**src/rtl/arb_pkg.sv**
```systemverilog
`default_nettype none
// ============================================================================
// Module      : arb_pkg
// Description : Shared helpers for the arbitrating multiplexer:
//               - clog2_min1 : channel-index width, never below 1 bit
//               - ptr_wrap   : next round-robin pointer with explicit wrap
//                              (safe for non-power-of-two channel counts)
// Revision    : 1.0 - initial release
// ============================================================================
package arb_pkg;

    function automatic int clog2_min1(input int n);
        return (n > 1) ? $clog2(n) : 1;
    endfunction

    // Returns idx+1, wrapping from n-1 back to 0.
    function automatic int ptr_wrap(input int idx, input int n);
        return (idx + 1 >= n) ? 0 : idx + 1;
    endfunction

endpackage
`default_nettype wire

```
**src/rtl/rr_arbiter.sv**
```systemverilog
`default_nettype none
// ============================================================================
// Module      : rr_arbiter
// Description : Combinational grant selection over N request lines, either
//               round-robin (search starts at ptr) or fixed priority
//               (channel 0 highest). Holds the round-robin pointer and,
//               when ARB_LOCK_EN is defined, the burst lock state.
//               No data path.
// Ports       : clk, rst        - clock, synchronous active-high reset
//               i_req[N]        - request vector
//               i_lock[N]       - lock request (ARB_LOCK_EN only)
//               i_load          - a transfer happens on this edge
//               o_grant_idx     - index of the winning channel
//               o_grant_valid   - some channel wins this cycle
// Config      : ARB_LOCK_EN     - enables i_lock and lock state
// Revision    : 1.0 - initial release
// ============================================================================
module rr_arbiter
    import arb_pkg::*;
#(
    parameter int N     = 4,
    parameter int RR    = 1,
    parameter int SEL_W = clog2_min1(N)
) (
    input  logic             clk,
    input  logic             rst,
    input  logic [N-1:0]     i_req,
`ifdef ARB_LOCK_EN
    input  logic [N-1:0]     i_lock,
`endif
    input  logic             i_load,
    output logic [SEL_W-1:0] o_grant_idx,
    output logic             o_grant_valid
);

    localparam logic [N-1:0]   c_one = N'(1);
    localparam logic [SEL_W:0] c_n   = (SEL_W + 1)'(N);

    logic [SEL_W-1:0] r_ptr;
    logic [SEL_W:0]   w_sum;
    logic [SEL_W-1:0] w_cand;
    logic [SEL_W-1:0] w_search_idx;
    logic             w_search_valid;
    logic [SEL_W-1:0] w_ptr_next;
    logic             w_ptr_adv;

    // Walk the channels in search order; the sum is one bit wider than the
    // index so the wrap compare also works when N is not a power of two.
    always_comb begin
        w_search_valid = 1'b0;
        w_search_idx   = '0;
        w_sum          = '0;
        w_cand         = '0;
        for (int k = 0; k < N; k++) begin
            w_sum = ((RR != 0) ? {1'b0, r_ptr} : '0) + (SEL_W + 1)'(k);
            if (w_sum >= c_n) begin
                w_sum = w_sum - c_n;
            end
            w_cand = w_sum[SEL_W-1:0];
            if (!w_search_valid && (((i_req >> w_cand) & c_one) != '0)) begin
                w_search_valid = 1'b1;
                w_search_idx   = w_cand;
            end
        end
    end

`ifdef ARB_LOCK_EN
    logic             r_locked;
    logic [SEL_W-1:0] r_lock_idx;
    logic             w_lock_hit;

    // While locked only the owning channel may win; everyone else is masked.
    always_comb begin
        o_grant_valid = w_search_valid;
        o_grant_idx   = w_search_idx;
        if (r_locked) begin
            o_grant_valid = ((i_req >> r_lock_idx) & c_one) != '0;
            o_grant_idx   = r_lock_idx;
        end
    end

    assign w_lock_hit = ((i_lock >> o_grant_idx) & c_one) != '0;
    // The pointer only moves on the beat that ends (or never starts) a burst.
    assign w_ptr_adv  = i_load && !w_lock_hit;

    always_ff @(posedge clk) begin
        if (rst) begin
            r_locked   <= 1'b0;
            r_lock_idx <= '0;
        end else if (i_load) begin
            r_locked <= w_lock_hit;
            if (w_lock_hit) begin
                r_lock_idx <= o_grant_idx;
            end
        end
    end
`else
    assign o_grant_valid = w_search_valid;
    assign o_grant_idx   = w_search_idx;
    assign w_ptr_adv     = i_load;
`endif

    assign w_ptr_next = SEL_W'(ptr_wrap(int'(o_grant_idx), N));

    always_ff @(posedge clk) begin
        if (rst) begin
            r_ptr <= '0;
        end else if (w_ptr_adv) begin
            r_ptr <= w_ptr_next;
        end
    end

endmodule
`default_nettype wire

```
**src/rtl/arb_mux.sv**
```systemverilog
`default_nettype none
// ============================================================================
// Module      : arb_mux
// Description : N-channel valid/ready arbitrating multiplexer with a single
//               registered output stage (one word per cycle throughput).
// Ports       : clk, rst               - clock, synchronous active-high reset
//               in_valid[N]            - per-channel request
//               in_data[N*WIDTH]       - channel i at [i*WIDTH +: WIDTH]
//               in_ready[N]            - one-hot (or zero) accept
//               out_valid/out_data     - output register
//               out_sel[SEL_W]         - source channel of out_data
//               out_ready              - downstream accept
//               in_lock[N]             - burst lock (ARB_LOCK_EN only)
// Config      : ARB_LOCK_EN            - adds in_lock and grant locking
// Revision    : 1.0 - initial release
// ============================================================================
module arb_mux
    import arb_pkg::*;
#(
    parameter int WIDTH = 32,
    parameter int N     = 4,
    parameter int RR    = 1,
    parameter int SEL_W = clog2_min1(N)
) (
    input  logic               clk,
    input  logic               rst,
    input  logic [N-1:0]       in_valid,
    input  logic [N*WIDTH-1:0] in_data,
    output logic [N-1:0]       in_ready,
    output logic               out_valid,
    output logic [WIDTH-1:0]   out_data,
    output logic [SEL_W-1:0]   out_sel,
    input  logic               out_ready
`ifdef ARB_LOCK_EN
    ,
    input  logic [N-1:0]       in_lock
`endif
);

    localparam logic [N-1:0] c_one = N'(1);

    logic               r_out_valid;
    logic [WIDTH-1:0]   r_out_data;
    logic [SEL_W-1:0]   r_out_sel;

    logic [SEL_W-1:0]   w_grant_idx;
    logic               w_grant_valid;
    logic               w_can_load;
    logic               w_load;
    logic [WIDTH-1:0]   w_sel_data;

    rr_arbiter #(
        .N     (N),
        .RR    (RR),
        .SEL_W (SEL_W)
    ) u_arb (
        .clk           (clk),
        .rst           (rst),
        .i_req         (in_valid),
`ifdef ARB_LOCK_EN
        .i_lock        (in_lock),
`endif
        .i_load        (w_load),
        .o_grant_idx   (w_grant_idx),
        .o_grant_valid (w_grant_valid)
    );

    // Register can take a word when empty or being drained this cycle.
    // Reset suppresses acceptance so no beat is lost on the reset edge.
    assign w_can_load = !r_out_valid || out_ready;
    assign w_load     = w_grant_valid && w_can_load && !rst;

    always_comb begin
        in_ready = '0;
        if (w_load) begin
            in_ready = c_one << w_grant_idx;
        end
    end

    // Data select only feeds the register, never an output directly.
    always_comb begin
        w_sel_data = '0;
        for (int i = 0; i < N; i++) begin
            if (w_grant_idx == SEL_W'(i)) begin
                w_sel_data = in_data[i*WIDTH +: WIDTH];
            end
        end
    end

    always_ff @(posedge clk) begin
        if (rst) begin
            r_out_valid <= 1'b0;
            r_out_data  <= '0;
            r_out_sel   <= '0;
        end else if (w_load) begin
            r_out_valid <= 1'b1;
            r_out_data  <= w_sel_data;
            r_out_sel   <= w_grant_idx;
        end else if (out_ready) begin
            // Drain without refill: data and sel keep their last values.
            r_out_valid <= 1'b0;
        end
    end

    assign out_valid = r_out_valid;
    assign out_data  = r_out_data;
    assign out_sel   = r_out_sel;

endmodule
`default_nettype wire

```
**config.mk**
```make
export PLATFORM = sky130hd
export DESIGN_NAME = arb_mux
export DESIGN_NICKNAME = d
export VERILOG_FILES = /design/src/rtl/arb_pkg.sv /design/src/rtl/rr_arbiter.sv /design/src/rtl/arb_mux.sv
export SDC_FILE = /design/constraint.sdc
export NUM_CORES = 1
export LEC_CHECK = 0
export ABC_AREA = 0
export ABC_CLOCK_PERIOD_IN_PS = 6400
export CAP_MARGIN = 40
export CELL_PAD_IN_SITES_DETAIL_PLACEMENT = 1
export CELL_PAD_IN_SITES_GLOBAL_PLACEMENT = 2
export CORE_ASPECT_RATIO = 1.25
export CORE_MARGIN = 2
export CORE_UTILIZATION = 20
export CTS_BUF_LIST = sky130_fd_sc_hd__clkbuf_2 sky130_fd_sc_hd__clkbuf_4 sky130_fd_sc_hd__clkbuf_8
export DETAILED_ROUTE_END_ITERATION = 8
export PLACE_DENSITY_LB_ADDON = 0.15
export SLEW_MARGIN = 15
export SYNTH_ARGS = -nofsm -noshare
export SYNTH_HDL_FRONTEND = slang
export SYNTH_HIERARCHICAL = 1
export SYNTH_SLANG_ARGS = --single-unit
```
**constraint.sdc**
```tcl
create_clock -name clk -period 6.4 [get_ports clk]
set_clock_uncertainty 0.1 [all_clocks]
set_input_delay 1.28 -clock clk [delete_from_list [all_inputs] [get_ports clk]]
set_output_delay 1.28 -clock clk [all_outputs]
set_load 0.05 [all_outputs]
```
==> results.yml <==
critical_path:
  cp.arrival_ns: 3.56
  reg2reg_from: "u_arb/r_ptr[0]"
  cp_cell_sequence: "clkdlybuf4s50_1, nor2b_1, a2111oi_2, or2_2, and3b_1, clkdlybuf4s50_1"
  crit_family: "buffers and inverters"
  worst_ep_required_time_ns: 5.02
  max_stage_delay_ns: 0.80
  timing.critical_path.mode_cell: "clkdlybuf4s50_1"
  start_kind: "primary input"
  cp_slowest_cell: "clkdlybuf4s50_1"
  regToRegSetupSlack_ns: 3.62
  end_kind: "output port"
  crit_buf_inv: 2
  crit_fanout: 5
  regToRegEndpoint: "out_data[14]"
  r2r_cells: 6
  critical_path_class: "in2out"
clocking:
  cts_tree: "yes"
  cts.path.max_buffers: 2
  cts_resized: 0
  postCtsHoldBufs: 0
  cts.sinks: 37
  clkTransAtPathRegs_ns: 0.07
  post_cts_buffers: 0
  numCtsBuffers: 5
  htree_levels: 2
  cts_root_buf: "clkbuf_8"
  insertion_delay_ns: 0.29
route:
  ant_nets: 0
  drc: 0
  via_per_inst: 4.65
  wl_per_cell_um: 18.2
  highest_layer: "met4"
  wl_met3_um: 845
  wl_um: 8100
  wl_met1_um: 2870
  vias: 2069
  drt-initial-drc-count: 36
  dr.pass1.iters: 4
  met2WireLength_um: 4320
finish:
  layout_common_cells: "clkdlybuf4s50_1 (173), dfxtp_1 (37), a22o_1 (34), mux4_2 (26)"
  nFillCells: 1090
  area_delta_synth_final_pct: 91.9
  fin_nets: 452
  drive_gt1_share_pct: 13.6
  final_common_cell: "clkdlybuf4s50_1"
  diodes: 0
global_route:
  antenna_found_initial: 0
  grt_max_degree: 38
  track_usage_pct: 13.9
  grt_pass1_vias: 2239
  grt_first_pass_wirelength_um: 11900
  gr-total-overflow: 0
power:
  p_leak_nw: 1.50
  ir_drop_mv: 0.0791
  p_per_area_nw_per_um2: 211
  power_uw: 851
die:
  ios: 174
  dieArea_sq_um: 11400
  core_sq_um: 10200
  die_w_um: 95.8
  rows: 41
  start_util_pct: 20.7
  die_height_um: 119
timing:
  max_freq_mhz: 203
  rsz0062_at_grt: "false"
  tns_ns: 0
  slew_headroom_pct: 55.1
  slew_viol_final: 0
  setup_violations: 0
  hold_viol: 0
  period_share_pct: 77.1
  tightestPinTransition_ns: 0.674
  post-route-min-period_ns: 4.94
synth:
  synth_nets: 283
  synth.area.top_cells: "dfxtp_1 (35%), mux4_2 (28%), a22o_1 (14%)"
  synth-seq-cells: 37
  syn_area_sq_um: 2100
  dominantRegCellSynth: "dfxtp_1"
  netlist_instances: 147
  synth_top_area_share_pct: 35.2
  synth_cell_types: 30
  seq_area_frac_synth_pct: 35.2
  async_flop_share_pct: 0
  synth-warning-count: 6
  avgSynthCellArea_sq_um: 14.3
  synth-edff-count: 0
  yosys.area.top_type: "dfxtp_1"
worst_hold_path:
  min-delay-start: "out_data[28]"
  hold_depth: 1
  hold_class: "reg2reg"
  hold_end: "out_data[28]"
run_status:
  status: "finished clean"
placement:
  gp_congestion: 0.760
  place_hpwl_um: 6160
  io_buffer_count: 173
job:
  drv_cap: 0
cells in the mapped netlist, types with 2 or more instances:
master	instances
a21oi_1	2
a22o_1	34
and3b_1	2
buf_12	2
buf_2	8
buf_6	2
clkbuf_1	3
dfxtp_1	37
inv_1	3
mux4_1	6
mux4_2	26
nand2b_1	2
nor2_1	3
per-layer routing:
| layer | GRT usage (%) | up-vias |
|---|---|---|
| li1 | - | 957 |
| met1 | 14.7 | 998 |
| met2 | 25.7 | 108 |
| met3 | 4.91 | 6 |
| met4 | 3.21 | 0 |
| met5 | 0 | - |
logic make-up after synthesis:
logic type,Yosys count,share of synthesized area [%]
fa+ha+maj,1,0.594
mux,33,35.8
simple gates,14,4.46
buf+inv,19,6.12
compound gates,43,17.8
flops,37,35.2
stage by stage:
step                      util (%)  hold WS (ns)  std cells  instance area [sq um]  setup slack [ns]
after floorplan                  -         0.390        147                   2100              1.77
after global placement        38.6         0.359        437                   3920              1.53
after detailed placement      38.9         0.365        438                   3950              1.47
after CTS                     39.8         0.387        445                   4040              1.46
after global routing          39.8         0.401        445                   4040              1.31
final                         39.8         0.381        445                   4040              1.46
power by group:
group          internal (mW)  switching (mW)  total, mW
clock                 0.0897          0.0811      0.171
combinational          0.208           0.197      0.405
sequential             0.260          0.0158      0.276
worst reg2reg max path, cell delays in order (launching register included):
cell and delay [ns]:
dfxtp_1 0.38, nor2b_1 0.10, a2111oi_2 0.43, or2_2 0.23, buf_4 0.57, mux4_2 0.61
a22o_1 0.25
worst max path at each step:
stage,from,endpoint,slack [ns],cells past startpoint
floorplan,in_valid[0],in_ready[0],1.77,6
global placement,in_valid[1],in_ready[0],1.53,7
detailed placement,in_valid[0],in_ready[1],1.47,6
CTS,in_valid[0],in_ready[1],1.46,6
global route,in_valid[0],in_ready[1],1.31,6
finish,in_valid[0],in_ready[1],1.46,6
sequential cells by signal, summed over array words and instances, names as in the netlist:
| name | flops |
|---|---|
| out_data | 32 |
| out_sel | 2 |
| out_valid | 1 |
| u_arb/r_ptr | 2 |
area by class of cell:
| cell class | instances | area (sq um) | area share (%) |
|---|---|---|---|
| Clock buffer | 7 | 90.1 | 2.23 |
| Multi-Input combinational cell | 91 | 1250 | 30.9 |
| Inverter | 4 | 15.0 | 0.372 |
| Sequential cell | 37 | 741 | 18.3 |
| Timing Repair Buffer | 177 | 1780 | 44.1 |
| Tap cell | 129 | 161 | 4.00 |
Power figures use the tool's default switching activity.
